`src/rtl/credit_retry_requester_pkg.sv`:
```
// Shared types for the credit/retry requester: held transaction, park slot and output FSM states.
package credit_req_pkg;

   localparam int ID_W_DEF = 3;
   localparam int PL_W_DEF = 5;

   typedef struct packed {
      logic [ID_W_DEF-1:0] id;
      logic [PL_W_DEF-1:0] payload;
   } txn_t;

   typedef enum logic [1:0] {
      O_IDLE,
      O_NEW,
      O_CRED
   } out_state_e;

   typedef struct packed {
      logic                valid;
      logic                granted;
      logic [PL_W_DEF-1:0] payload;
   } park_slot_t;

endpackage

```
`src/rtl/credit_retry_requester_if.sv`:
```
// Source, receiver and credit-grant signals of the requester; master is the requester side.
interface credit_retry_requester_if #(
   parameter int ID_W = 3,
   parameter int PL_W = 5
);
   logic            src_valid_i;
   logic [ID_W-1:0] src_id_i;
   logic [PL_W-1:0] src_payload_i;
   logic            src_ready_o;
   logic            out_valid_o;
   logic [ID_W-1:0] out_id_o;
   logic [PL_W-1:0] out_payload_o;
   logic            out_credit_o;
   logic            out_ready_i;
   logic            out_retry_i;
   logic            credit_gnt_i;
   logic [ID_W-1:0] credit_id_i;
   logic [ID_W:0]   parked_cnt_o;
   logic            spurious_credit_o;

   modport master (
      input  src_valid_i, src_id_i, src_payload_i, out_ready_i, out_retry_i,
             credit_gnt_i, credit_id_i,
      output src_ready_o, out_valid_o, out_id_o, out_payload_o, out_credit_o,
             parked_cnt_o, spurious_credit_o
   );

   modport slave (
      output src_valid_i, src_id_i, src_payload_i, out_ready_i, out_retry_i,
             credit_gnt_i, credit_id_i,
      input  src_ready_o, out_valid_o, out_id_o, out_payload_o, out_credit_o,
             parked_cnt_o, spurious_credit_o
   );
endinterface

```
`src/rtl/credit_retry_requester_rr_arbiter.sv`:
```
// Combinational round-robin pick: first set request at or after ptr, wrapping; N is 2**IDX_W.
module rr_arbiter #(
   parameter int IDX_W = 3,
   parameter int N     = 1 << IDX_W
) (
   input  logic [N-1:0]     req,
   input  logic [IDX_W-1:0] ptr,
   output logic [N-1:0]     gnt,
   output logic [IDX_W-1:0] idx
);
   logic             found;
   logic [IDX_W-1:0] cand;

   always_comb begin
      gnt   = '0;
      idx   = '0;
      found = 1'b0;
      cand  = '0;
      // cand wraps naturally because N is a power of two
      for (int k = 0; k < N; k++) begin
         cand = ptr + IDX_W'(k);
         if (!found && req[cand]) begin
            found     = 1'b1;
            gnt[cand] = 1'b1;
            idx       = cand;
         end
      end
   end
endmodule

```
`src/rtl/credit_retry_requester.sv`:
```
// Feeds the credit receiver; retried transactions are parked per ID and resent credited once granted.
module credit_retry_requester
   import credit_req_pkg::*;
#(
   parameter int ID_W = ID_W_DEF,
   parameter int PL_W = PL_W_DEF
) (
   input logic                      clk,
   input logic                      reset,
   credit_retry_requester_if.master bus
);
   localparam int N = 1 << ID_W;

   out_state_e      state_q, state_d;
   txn_t            hold_q;
   park_slot_t      slot_q [N];
   logic [ID_W-1:0] rr_ptr_q;
   logic [ID_W:0]   cnt_q;
   logic            spur_q;

   logic            out_valid, accept, retry, free, pend, gnt_ok;
   logic            load_park, load_src;
   logic [N-1:0]    ready_vec, arb_gnt;
   logic [ID_W-1:0] arb_idx;

   always_comb begin
      ready_vec = '0;
      for (int i = 0; i < N; i++) ready_vec[i] = slot_q[i].valid & slot_q[i].granted;
   end

   rr_arbiter #(.IDX_W(ID_W), .N(N)) u_arb (
      .req (ready_vec),
      .ptr (rr_ptr_q),
      .gnt (arb_gnt),
      .idx (arb_idx)
   );

   assign out_valid = (state_q != O_IDLE);
   assign accept    = out_valid & bus.out_ready_i;
   assign retry     = out_valid & bus.out_retry_i & ~bus.out_ready_i;
   assign free      = ~out_valid | accept | retry;
   assign pend      = |ready_vec;

   // Blocking a parked ID at the source keeps per-ID ordering intact
   assign bus.src_ready_o = free & ~pend & ~slot_q[bus.src_id_i].valid;

   // A retry landing on the granted ID in the same cycle makes the grant stale
   assign gnt_ok = slot_q[bus.credit_id_i].valid & ~slot_q[bus.credit_id_i].granted &
                   ~(retry & (hold_q.id == bus.credit_id_i));

   assign bus.out_valid_o       = out_valid;
   assign bus.out_id_o          = hold_q.id;
   assign bus.out_payload_o     = hold_q.payload;
   assign bus.out_credit_o      = (state_q == O_CRED);
   assign bus.parked_cnt_o      = cnt_q;
   assign bus.spurious_credit_o = spur_q;

   always_ff @(posedge clk or posedge reset) begin
      if (reset) state_q <= O_IDLE;
      else       state_q <= state_d;
   end

   always_comb begin
      state_d   = state_q;
      load_park = 1'b0;
      load_src  = 1'b0;
      if (free) begin
         if (pend) begin
            load_park = 1'b1;
            state_d   = O_CRED;
         end else if (bus.src_valid_i && bus.src_ready_o) begin
            load_src = 1'b1;
            state_d  = O_NEW;
         end else begin
            state_d = O_IDLE;
         end
      end
   end

   always_ff @(posedge clk or posedge reset) begin
      if (reset) begin
         hold_q   <= '0;
         rr_ptr_q <= '0;
         cnt_q    <= '0;
         spur_q   <= 1'b0;
         for (int i = 0; i < N; i++) slot_q[i] <= '0;
      end else begin
         spur_q <= bus.credit_gnt_i & ~gnt_ok;
         if (load_park) begin
            hold_q   <= '{id: arb_idx, payload: slot_q[arb_idx].payload};
            rr_ptr_q <= arb_idx + 1'b1;
         end else if (load_src) begin
            hold_q <= '{id: bus.src_id_i, payload: bus.src_payload_i};
         end
         for (int i = 0; i < N; i++) begin
            if (retry && hold_q.id == ID_W'(i))
               slot_q[i] <= '{valid: 1'b1, granted: 1'b0, payload: hold_q.payload};
            else if (load_park && arb_gnt[i])
               slot_q[i] <= '0;
            else if (bus.credit_gnt_i && gnt_ok && bus.credit_id_i == ID_W'(i))
               slot_q[i].granted <= 1'b1;
         end
         case ({retry, load_park})
            2'b10:   cnt_q <= cnt_q + 1'b1;
            2'b01:   cnt_q <= cnt_q - 1'b1;
            default: cnt_q <= cnt_q;
         endcase
      end
   end
endmodule

```
`src/flat_wrapper.sv`:
```
// flat-port wrapper written by rule: the top's interface ports become plain ports
module credit_retry_requester_flat import credit_req_pkg::*;
#(
   parameter int ID_W = ID_W_DEF,
   parameter int PL_W = PL_W_DEF
)
  (clk, reset, bus_src_valid_i, bus_src_id_i, bus_src_payload_i, bus_out_ready_i, bus_out_retry_i, bus_credit_gnt_i, bus_credit_id_i, bus_src_ready_o, bus_out_valid_o, bus_out_id_o, bus_out_payload_o, bus_out_credit_o, bus_parked_cnt_o, bus_spurious_credit_o);
  credit_retry_requester_if #(.ID_W(ID_W), .PL_W(PL_W)) bus_i ();
  input logic clk;
  input logic reset;
  input wire logic [$bits(bus_i.src_valid_i)-1:0] bus_src_valid_i;
  input wire logic [$bits(bus_i.src_id_i)-1:0] bus_src_id_i;
  input wire logic [$bits(bus_i.src_payload_i)-1:0] bus_src_payload_i;
  input wire logic [$bits(bus_i.out_ready_i)-1:0] bus_out_ready_i;
  input wire logic [$bits(bus_i.out_retry_i)-1:0] bus_out_retry_i;
  input wire logic [$bits(bus_i.credit_gnt_i)-1:0] bus_credit_gnt_i;
  input wire logic [$bits(bus_i.credit_id_i)-1:0] bus_credit_id_i;
  output wire logic [$bits(bus_i.src_ready_o)-1:0] bus_src_ready_o;
  output wire logic [$bits(bus_i.out_valid_o)-1:0] bus_out_valid_o;
  output wire logic [$bits(bus_i.out_id_o)-1:0] bus_out_id_o;
  output wire logic [$bits(bus_i.out_payload_o)-1:0] bus_out_payload_o;
  output wire logic [$bits(bus_i.out_credit_o)-1:0] bus_out_credit_o;
  output wire logic [$bits(bus_i.parked_cnt_o)-1:0] bus_parked_cnt_o;
  output wire logic [$bits(bus_i.spurious_credit_o)-1:0] bus_spurious_credit_o;
  assign bus_i.src_valid_i = bus_src_valid_i;
  assign bus_i.src_id_i = bus_src_id_i;
  assign bus_i.src_payload_i = bus_src_payload_i;
  assign bus_i.out_ready_i = bus_out_ready_i;
  assign bus_i.out_retry_i = bus_out_retry_i;
  assign bus_i.credit_gnt_i = bus_credit_gnt_i;
  assign bus_i.credit_id_i = bus_credit_id_i;
  assign bus_src_ready_o = bus_i.src_ready_o;
  assign bus_out_valid_o = bus_i.out_valid_o;
  assign bus_out_id_o = bus_i.out_id_o;
  assign bus_out_payload_o = bus_i.out_payload_o;
  assign bus_out_credit_o = bus_i.out_credit_o;
  assign bus_parked_cnt_o = bus_i.parked_cnt_o;
  assign bus_spurious_credit_o = bus_i.spurious_credit_o;
  credit_retry_requester #(.ID_W(ID_W), .PL_W(PL_W)) u_core (.clk(clk), .reset(reset), .bus(bus_i));
endmodule
```
`config.mk`:
```
export PLATFORM = sky130hd
export DESIGN_NAME = credit_retry_requester_flat
export DESIGN_NICKNAME = d
export VERILOG_FILES = /design/src/rtl/credit_retry_requester_pkg.sv /design/src/rtl/credit_retry_requester_if.sv /design/src/rtl/credit_retry_requester_rr_arbiter.sv /design/src/rtl/credit_retry_requester.sv /design/src/flat_wrapper.sv
export SDC_FILE = /design/constraint.sdc
export NUM_CORES = 1
export LEC_CHECK = 0
export CORE_UTILIZATION = 50
export DETAILED_ROUTE_END_ITERATION = 16
export PLACE_DENSITY = 0.75
export SLEW_MARGIN = 20
export SYNTH_ARGS = -nofsm -noshare
export SYNTH_HDL_FRONTEND = slang
export SYNTH_SLANG_ARGS = --single-unit
export TNS_END_PERCENT = 1
```
`constraint.sdc`:
```
create_clock -name clk -period 6.9 [get_ports clk]
set_input_delay 1.725 -clock clk [delete_from_list [all_inputs] [get_ports clk]]
set_output_delay 1.725 -clock clk [all_outputs]
set_load 0.02 [all_outputs]
```
== Yosys cells after proc, flatten, opt, wreduce, memory -nomap -nowiden ==
Index checks and enable logic that the tools add are counted.

* Flip-flop bits (word level): 74
* Latch bits: 0
* Memory bits (writable): 0
* ROM bits: 0
* Input bits: 17
* Output and inout port bits: 16
* Memories: 0

* Add/subtract/negate cells: 10
* Multipliers: 0
* Divide/modulo/power cells: 0
* $lt $le $gt $ge: 19
* Equal/unequal tests: 18
* Shift-type cells: 0
* Muxes and demuxes: 114
* Bitwise gates (word level): 36
* Reduce and logical (&&, ||, !) cells: 70

{| class="wikitable"
|+ Operators with widths
! operator !! number
|-
| 2-to-1 mux 7 bit || 12
|-
| 2-to-1 mux 8 bit || 10
|-
| binary-select mux 7 bit (select 3 bit) || 3
|-
| OR 8 bit || 7
|-
| 2-to-1 mux 1 bit || 53
|-
| 2-to-1 mux 5 bit || 10
|-
| logical AND 1 bit || 41
|-
| less-than comparator 3 x 4 -> 1 bit (second input constant) || 8
|-
| binary-select mux 1 bit (select 3 bit) || 8
|-
| demux 1 bit (select 3 bit) || 8
|-
| equality test 3 bit (second input constant) || 8
|-
| greater-or-equal comparator 3 x 1 -> 1 bit (second input constant) || 8
|-
| 2-to-1 mux 3 bit || 8
|-
| nonzero test 3 bit || 8
|-
| nonzero test 2 bit || 11
|-
| bitwise AND 1 bit || 17
|-
| adder 3 bit (second input constant) || 4
|-
| equality test 3 x 2 -> 1 bit (second input constant) || 4
|-
| greater-or-equal comparator 4 bit (second input constant) || 3
|-
| inverter 3 -> 4 bit || 3
|-
| one-hot mux 4 bit (2 select lines) || 1
|-
| OR reduction 8 bit || 1
|-
| logical NOT 1 bit || 7
|-
| inverter 1 bit || 7
|-
| 11 further kinds || 17
|}

== Logic depth before layout (Yosys ltp) ==
Gate-level depths: netlist of the first run.

* Depth in word-level cells: 30
* Depth in mapped cells: 19
* Mapped depth without buffers: 13

== By module ==
A second synthesis of the first run with hierarchy kept.

* Cells, all modules: 508
* Area total of the unflattened synthesis: 4,943.5 um^2

{| class="wikitable"
|+ By module, submodules not included
! module !! times used !! cells an instance !! area each (um^2) !! seq. area each (um^2)
|-
| credit_retry_requester || 1 || 387 || 3,842.4 || 1,851.8
|-
| rr_arbiter || 1 || 121 || 1,101.1 || 0.0
|}

== Least setup slack after synthesis of the first run ==
Ideal clock, no wire load.

* Path type: in2out
* Start: in bus_src_id_i[0]
* End: out bus_src_ready_o
* Data arrival time: 3.615 ns
* Path slack: 1.560 ns
* Cell stages on the path: 3
* Buffers on the path: 0
* Cells stage by stage: mux4_2 -> nor2b_1 -> a2111oi_0

* Longest elaborated chain between the ends: 6

{| class="wikitable"
|+ Ends and longest elaborated chain
! what !! RTL line !! text
|-
| start, declared || flat_wrapper.sv:12 || <nowiki>input wire logic [$bits(bus_i.src_id_i)-1:0] bus_src_id_i;</nowiki>
|-
| inverter 3 -> 4 bit (not written as such) || credit_retry_requester.sv:45 || <nowiki>assign bus.src_ready_o = free & ~pend & ~slot_q[bus.src_id_i].valid;</nowiki>
|-
| binary-select mux 7 bit (select 3 bit) || credit_retry_requester.sv:45 ||
|-
| 2-to-1 mux 7 bit (not written as such) (2 in series) || credit_retry_requester.sv:45 ||
|-
| inverter 1 bit || credit_retry_requester.sv:45 ||
|-
| bitwise AND 1 bit || credit_retry_requester.sv:45 ||
|-
| end, declared || flat_wrapper.sv:18 || <nowiki>output wire logic [$bits(bus_i.src_ready_o)-1:0] bus_src_ready_o;</nowiki>
|}

No other way between the ends. The select of a mux whose other input is x is not followed.

== Worst setup path after layout of the first run ==
Same ends and word-level chain as after synthesis.

==> results of run 1 <==
state kept, by name, indices dropped and copies added, names as in the netlist:
register / cells
u_core.bus.out_id_o: 3
u_core.bus.out_payload_o: 5
u_core.bus.parked_cnt_o: 4
u_core.bus.spurious_credit_o: 1
u_core.rr_ptr_q: 3
u_core.slot_q: 56
u_core.state_q: 2
power by group:
group	internal (uW)	switching (uW)
registers	626	217
clock network	128	165
logic	851	1300
total	1600	1680
layout by cell type (no fill, tap or decap), types with 9 or more instances in the layout:
cell type                         instances
sky130_fd_sc_hd__o211ai_1                10
sky130_fd_sc_hd__dfrtp_1                 74
sky130_fd_sc_hd__mux2i_1                 26
sky130_fd_sc_hd__inv_1                   19
sky130_fd_sc_hd__nor3_1                  19
sky130_fd_sc_hd__o21a_1                  13
sky130_fd_sc_hd__a21o_1                  10
sky130_fd_sc_hd__a21oi_1                 24
sky130_fd_sc_hd__nand2_1                116
sky130_fd_sc_hd__mux4_2                  17
sky130_fd_sc_hd__nor2_1                  21
sky130_fd_sc_hd__ha_1                    10
sky130_fd_sc_hd__o21ai_0                 50
sky130_fd_sc_hd__clkbuf_8                 9
sky130_fd_sc_hd__nand3_1                 16
sky130_fd_sc_hd__and3_1                  12
sky130_fd_sc_hd__clkdlybuf4s50_1         32
cell type report:
cell class / count / area (um2)
Clock buffer: 10 / 127.6
Clock inverter: 5 / 31.28
Fill cell: 857 / 4209
Inverter: 24 / 95.09
Multi-Input combinational cell: 442 / 3033
Sequential cell: 74 / 1852
Tap cell: 133 / 166.4
Timing Repair Buffer: 36 / 350.3
cell families after synthesis:
| group | Yosys count | share of synthesized area (%) |
|---|---|---|
| adder cells (fa/ha/maj) | 11 | 2.829 |
| AND/OR/NAND/NOR | 211 | 18.73 |
| XOR/XNOR | 12 | 2.634 |
| AO/OA/AOI/OAI | 164 | 22.04 |
| flip-flops | 74 | 36.09 |
| buffers and inverters | 56 | 4.926 |
| multiplexers | 44 | 12.75 |
layer usage:
| metal | up-vias | track usage (%) |
|---|---|---|
| li1 | 2105 | - |
| met1 | 2181 | 40.31 |
| met2 | 203 | 43.49 |
| met3 | 34 | 6.452 |
| met4 | 0 | 11.38 |
| met5 | - | 0 |
how the worst max path moves through the flow:
stage / slack [ns] / cells past startpoint / end
3_5_place_dp: 0.96 / 5 / bus_src_ready_o
5_1_grt: 0.72 / 5 / bus_src_ready_o
6_report: 0.94 / 5 / bus_src_ready_o
4_1_cts: 0.92 / 5 / bus_src_ready_o
3_3_place_gp: 0.97 / 5 / bus_src_ready_o
2_1_floorplan: 1.56 / 3 / bus_src_ready_o
worst reg2reg max path: cells and delay by family, from the launching register on:
family / cells / cell delay, ns
flops: 1 / 0.61
compound gates: 5 / 1.56
fa+ha+maj: 1 / 0.77
simple gates: 1 / 0.41
mux: 1 / 0.35
buf+inv: 3 / 0.90
stage by stage:
| stage | hold slack, ns | total power, uW | area (um2) |
|---|---|---|---|
| final | 0.4764 | 3286 | 5655 |
| after global routing | 0.5092 | 3532 | 5655 |
| after CTS | 0.4854 | 3258 | 5649 |
| after detailed placement | 0.4706 | 2957 | 5490 |
| after global placement | 0.4593 | 2907 | 5490 |
| after floorplan | 0.4707 | 2463 | 5131 |
==> flow_metrics.env, run 1 <==
export IMPL_htree_levels=3
export IMPL_synthMostInstantiatedCell="sky130_fd_sc_hd__nand2_1"
export IMPL_drive_gt1_share_pct=9.645
export IMPL_floorplan_die_width_um=103.3
export IMPL_postRouteWirelength_um=14120
export IMPL_synth_edf_count=0
export IMPL_synthesis_instances=572
export IMPL_maximum_number_of_pins_on_one_net_before_global_route_repair=75
export IMPL_max_slew_margin_rel_pct=37.78
export IMPL_synth_async_sr_flop_share_pct=100.0
export IMPL_synthesis_nets=600
export IMPL_setup_total_negative_slack_ns=0
export IMPL_regToRegSetupSlack_ns=2.22
export IMPL_wl_per_cell_um=19.50
export IMPL_dr_max_layer_used="met4"
export IMPL_post_route_drc_count=0
export IMPL_dr_first_iter_drc_count=391
export IMPL_timing_hold_worst_start="u_core.bus.parked_cnt_o[3]$_DFFE_PP0P_"
export IMPL_fmaxAchievable_ghz=0.1679
export IMPL_hold_fails_final_rpt=0
export IMPL_grt_pass1_vias=4258
export IMPL_post_cts_setup_buffer_count=0
export IMPL_synthTopCellsByCount="116 x sky130_fd_sc_hd__nand2_1, 74 x sky130_fd_sc_hd__dfrtp_1, 50 x sky130_fd_sc_hd__o21ai_0"
export IMPL_fp_coreArea_um2=9864
export IMPL_synth_seq_cells=74
export IMPL_post_cts_resized=0
export IMPL_final_instance_count_excl_fill=724
export IMPL_gr_usage_all_layers_pct=28.76
export IMPL_min_period_over_period_pct=86.31
export IMPL_wl_met2_um=6450
export IMPL_synth_top_cells_by_area="sky130_fd_sc_hd__dfrtp_1 36%, sky130_fd_sc_hd__nand2_1 8.5%, sky130_fd_sc_hd__mux4_2 7.5%"
export IMPL_static_leakage_power_uw=0.002366
export IMPL_io_buffers=32
export IMPL_setup_failing_eps_final=0
export IMPL_worstSetupEndpointType="output port"
export IMPL_drt_first_pass_iters=5
export IMPL_mappedNetlistArea_um2=5131
export IMPL_run_status="finished clean"
export IMPL_timing_critical_path_fanout_max=3
export IMPL_cts_hold_fix_buffers=0
export IMPL_hp_class="register to register"
export IMPL_via_count=4523
export IMPL_clock_skew_final_ns=0.01229
export IMPL_floorplan_rows=36
export IMPL_dr_wl_met3_um=1106
export IMPL_antenna_cells_inserted=0
export IMPL_actual_slew_at_the_worst_max_slew_pin_ns=0.9334
export IMPL_synth_cell_types=64
export IMPL_crit_reg2reg_launch="u_core.rr_ptr_q[1]$_DFFE_PP0P_"
export IMPL_critical_path_slowest_cell="sky130_fd_sc_hd__clkdlybuf4s50_1"
export IMPL_sequence_of_cells_on_the_critical_path="clkdlybuf4s50_1 -> mux4_2 -> nor2b_1 -> a2111oi_0 -> clkdlybuf4s50_1"
export IMPL_yosysWarnings=0
export IMPL_synthesis_area_per_instance_um2=8.971
export IMPL_die_height_um=103.3
export IMPL_antenna_found_initial=0
export IMPL_full_die_area_um2=10670
export IMPL_cts_sinks=74
export IMPL_ant_nets=0
export IMPL_floorplan_io_pins=33
export IMPL_detailed_place_hpwl_um=10340
export IMPL_netlist_area_leader_share_pct=36.09
export IMPL_total_overflow_reported_by_the_global_router=0
export IMPL_gate_family_responsible_for_the_most_delay_along_the_worst_path="buffers and inverters"
export IMPL_tritoncts="yes"
export IMPL_cap_violations=0
export IMPL_ir_worst_vdd_v=0.0003027
export IMPL_nets=615
export IMPL_dp_slack_ns=0.9606
export IMPL_worst_endpoint_arrival_ns=4.23
export IMPL_critical_path_buf_inv_count=2
export IMPL_critical_path_startpoint_type="input pin"
export IMPL_routedLengthMet1_um=6152
export IMPL_utilization_pct=57.33
export IMPL_min_to="u_core.bus.parked_cnt_o[3]$_DFFE_PP0P_"
export IMPL_initial_util_pct=52.02
export IMPL_cts_inserted_buffers=9
export IMPL_timing_final_crit_period_ns=5.955
export IMPL_synth_flop_cell="sky130_fd_sc_hd__dfrtp_1"
export IMPL_whs_path_depth=1
export IMPL_gp_routability_congestion=0.9314
export IMPL_synth_top_cell_by_area="sky130_fd_sc_hd__dfrtp_1"
export IMPL_worstReg2RegEnd="u_core.bus.out_payload_o[1]$_DFFE_PP0P_"
export IMPL_grt_first_pass_wirelength_um=22890
export IMPL_fin_ws_ns=0.9447
export IMPL_clockBufferDepth=2
export IMPL_slew_viol_final=0
export IMPL_r2r_cells=11
export IMPL_worstSkewPairLatency_ns=0.36
export IMPL_grt_setup_unrepaired="no"
export IMPL_cts_root_buffer="sky130_fd_sc_hd__clkbuf_8"
export IMPL_numPlacedInstances=709
export IMPL_synth_seq_area_share_pct=36.09
export IMPL_crit_path_frequent_cell="sky130_fd_sc_hd__clkdlybuf4s50_1"
export IMPL_timing_critical_path_required_ns=5.18
export IMPL_path_class="input pin to output port"
export IMPL_critPathLaunch="bus_src_id_i[0]"
export IMPL_cts_clk_slew_worst_paths_ns=0.08
export IMPL_area_growth_syn_to_layout_pct=10.22
export IMPL_power_density_nw_per_um2=581.1
export IMPL_crit_path_max_incr_delay_ns=0.72
export IMPL_viasPerCell=6.247
(Power assumes the default switching activity.)
==> run 2, diff against run 1 <==
Settings changed: GPL_TIMING_DRIVEN set to 0, REMOVE_ABC_BUFFERS set to 1.
==> run 2 against run 1 <==
  * Sequential power up 2.5%
  * Clock skew shrank 0.0038 ns
  * Clock-buffer cell count up 1
  * Sequential share of layout area down 0.17 points
  * Power is 0.19% higher
  * Final cell count shrank 0.28%
  * Worst hold slack lost 0.012 ns
  * Via count up 0.42%
  * Critical endpoint unchanged
==> flow_metrics.env, run 2 (same netlist as run 1, synthesis figures left out) <==
export IMPL_run_status="finished clean"
export IMPL_initial_util_pct=52.02
export IMPL_actual_slew_at_the_worst_max_slew_pin_ns=0.9291
export IMPL_wl_met2_um=6459
export IMPL_die_height_um=103.3
export IMPL_slew_viol_final=0
export IMPL_postRouteWirelength_um=13470
export IMPL_gate_family_responsible_for_the_most_delay_along_the_worst_path="buffers and inverters"
export IMPL_intPower_uw=1627
export IMPL_full_die_area_um2=10670
export IMPL_worstSkewPairLatency_ns=0.35
export IMPL_detailed_place_hpwl_um=9795
export IMPL_area_growth_syn_to_layout_pct=10.88
export IMPL_via_count=4542
export IMPL_switching_power_uw=1666
export IMPL_cap_violations=0
export IMPL_drive_gt1_share_pct=10.02
export IMPL_cts_clk_slew_worst_paths_ns=0.08
export IMPL_total_overflow_reported_by_the_global_router=0
export IMPL_final_common_cell="sky130_fd_sc_hd__nand2_1"
export IMPL_static_leakage_power_uw=0.002369
export IMPL_grt_setup_unrepaired="no"
export IMPL_setup_failing_eps_final=0
export IMPL_io_buffers=32
export IMPL_path_class="input pin to output port"
export IMPL_post_route_drc_count=0
export IMPL_worstSetupEndpointType="output port"
export IMPL_power_combinational_fraction_pct=64.1
export IMPL_routedLengthMet1_um=5526
export IMPL_ant_nets=0
export IMPL_post_cts_resized=0
export IMPL_drt_first_pass_iters=5
export IMPL_grt_first_pass_wirelength_um=22540
export IMPL_fin_ws_ns=0.6222
export IMPL_htree_levels=3
export IMPL_fmaxAchievable_ghz=0.1593
export IMPL_dr_wl_met3_um=1237
export IMPL_antenna_found_initial=0
export IMPL_layout_common_cells="116 x sky130_fd_sc_hd__nand2_1, 73 x sky130_fd_sc_hd__dfrtp_1, 50 x sky130_fd_sc_hd__o21ai_0"
export IMPL_cts_hold_fix_buffers=0
export IMPL_floorplan_io_pins=33
export IMPL_cts_inserted_buffers=9
export IMPL_fp_coreArea_um2=9864
export IMPL_wl_per_cell_um=18.66
export IMPL_hp_class="register to register"
export IMPL_crit_end="bus_src_ready_o"
export IMPL_gp_routability_congestion=0.9248
export IMPL_hold_fails_final_rpt=0
export IMPL_crit_path_max_incr_delay_ns=0.82
export IMPL_ir_worst_vdd_v=0.0002574
export IMPL_largest_reg_flops=56
export IMPL_tritoncts="yes"
export IMPL_clock_skew_final_ns=0.008513
export IMPL_dp_slack_ns=0.6069
export IMPL_post_cts_setup_buffer_count=0
export IMPL_timing_final_crit_period_ns=6.278
export IMPL_min_period_over_period_pct=90.98
export IMPL_setup_total_negative_slack_ns=0
export IMPL_timing_critical_path_required_ns=5.18
export IMPL_viasPerCell=6.291
export IMPL_cts_root_buffer="sky130_fd_sc_hd__clkbuf_8"
export IMPL_max_flop_register="u_core.slot_q"
export IMPL_fillCellCount=852
export IMPL_critical_path_startpoint_type="input pin"
export IMPL_worst_endpoint_arrival_ns=4.55
export IMPL_path_depth=5
export IMPL_maximum_number_of_pins_on_one_net_before_global_route_repair=45
export IMPL_gr_usage_all_layers_pct=28.11
export IMPL_regToRegSetupSlack_ns=2.14
export IMPL_grt_pass1_vias=4384
export IMPL_cts_sinks=74
export IMPL_max_slew_margin_rel_pct=36.46
export IMPL_antenna_cells_inserted=0
export IMPL_critical_path_buf_inv_count=2
export IMPL_nets=612
export IMPL_dr_first_iter_drc_count=219
export IMPL_power_density_nw_per_um2=578.8
export IMPL_critPathLaunch="bus_src_id_i[0]"
export IMPL_critical_path_slowest_cell="sky130_fd_sc_hd__a2111oi_0"
export IMPL_dr_max_layer_used="met4"
export IMPL_p_seq_share_pct=26.2
export IMPL_worstReg2RegEnd="u_core.bus.out_payload_o[1]$_DFFE_PP0P_"
export IMPL_area_of_the_multi_input_gates_um2=3043
export IMPL_crit_reg2reg_launch="u_core.rr_ptr_q[1]$_DFFE_PP0P_"
export IMPL_r2r_cells=11
export IMPL_crit_path_frequent_cell="sky130_fd_sc_hd__clkdlybuf4s50_1"
export IMPL_utilization_pct=57.67
export IMPL_sequence_of_cells_on_the_critical_path="clkdlybuf4s50_1 -> mux4_2 -> nor2b_1 -> a2111oi_0 -> clkdlybuf4s50_1"
export IMPL_sw_frac_of_total_pct=50.60
export IMPL_timing_critical_path_fanout_max=3
export IMPL_floorplan_rows=36
export IMPL_floorplan_die_width_um=103.3
export IMPL_clockBufferDepth=2
export IMPL_regArea_um2=1853
export IMPL_power_clock_fraction_pct=9.7
==> run 2: cell count changes in the layout (fill, tap and decap cells not counted), moves of 2 or more <==
cell                       delta
sky130_fd_sc_hd__buf_4        -4
sky130_fd_sc_hd__clkbuf_8     +2
sky130_fd_sc_hd__clkinv_2     -2
sky130_fd_sc_hd__nor3_1       -2
sky130_fd_sc_hd__nor3_2       +2
==> run 2: final cells by class <==
| cell class | count | area share, % |
|---|---|---|
| Sequential cell | 74 | 32.57 |
| Clock inverter | 5 | 0.6598 |
| Clock buffer | 11 | 2.661 |
| Tap cell | 133 | 2.925 |
| Inverter | 24 | 1.715 |
| Timing Repair Buffer | 33 | 5.982 |
| Multi-Input combinational cell | 442 | 53.49 |
==> run 2: worst min path at each step <==
stage / from / endpoint / slack (ns) / cells after the start
finish: u_core.bus.parked_cnt_o[3]$_DFFE_PP0P_ / u_core.bus.parked_cnt_o[3]$_DFFE_PP0P_ / 0.46 / 1
global route: u_core.bus.parked_cnt_o[3]$_DFFE_PP0P_ / u_core.bus.parked_cnt_o[3]$_DFFE_PP0P_ / 0.50 / 1
CTS: u_core.bus.parked_cnt_o[3]$_DFFE_PP0P_ / u_core.bus.parked_cnt_o[3]$_DFFE_PP0P_ / 0.47 / 1
detailed placement: u_core.bus.parked_cnt_o[3]$_DFFE_PP0P_ / u_core.bus.parked_cnt_o[3]$_DFFE_PP0P_ / 0.46 / 1
global placement: u_core.bus.parked_cnt_o[3]$_DFFE_PP0P_ / u_core.bus.parked_cnt_o[3]$_DFFE_PP0P_ / 0.45 / 1
floorplan: u_core.state_q[0]$_DFFE_PP0P_ / u_core.state_q[0]$_DFFE_PP0P_ / 0.47 / 2
==> run 2: power groups by stage <==
stage	combinational (uW)	sequential [uW]	clock (uW)
2_1_floorplan	1520	832	0
3_3_place_gp	2040	855	0
3_5_place_dp	2080	864	0
4_1_cts	2100	857	328
5_1_grt	2320	892	344
6_report	2110	864	319
==> run 2: metrics by stage <==
stage / cell area (um2) / hold slack, ns / instances / total power, uW
floorplan: 4974 / 0.4707 / 540 / 2348
global placement: 5460 / 0.4537 / 705 / 2890
detailed placement: 5488 / 0.4580 / 706 / 2947
CTS: 5677 / 0.4707 / 722 / 3282
global route: 5689 / 0.4974 / 722 / 3559
finish: 5689 / 0.4648 / 722 / 3293
==> run 2: routing by layer <==
metal,GRT usage [%],up-vias
met2,46.05,199
met3,5.242,26
li1,-,2104
met1,38.57,2213
met5,0,-
met4,7.476,0
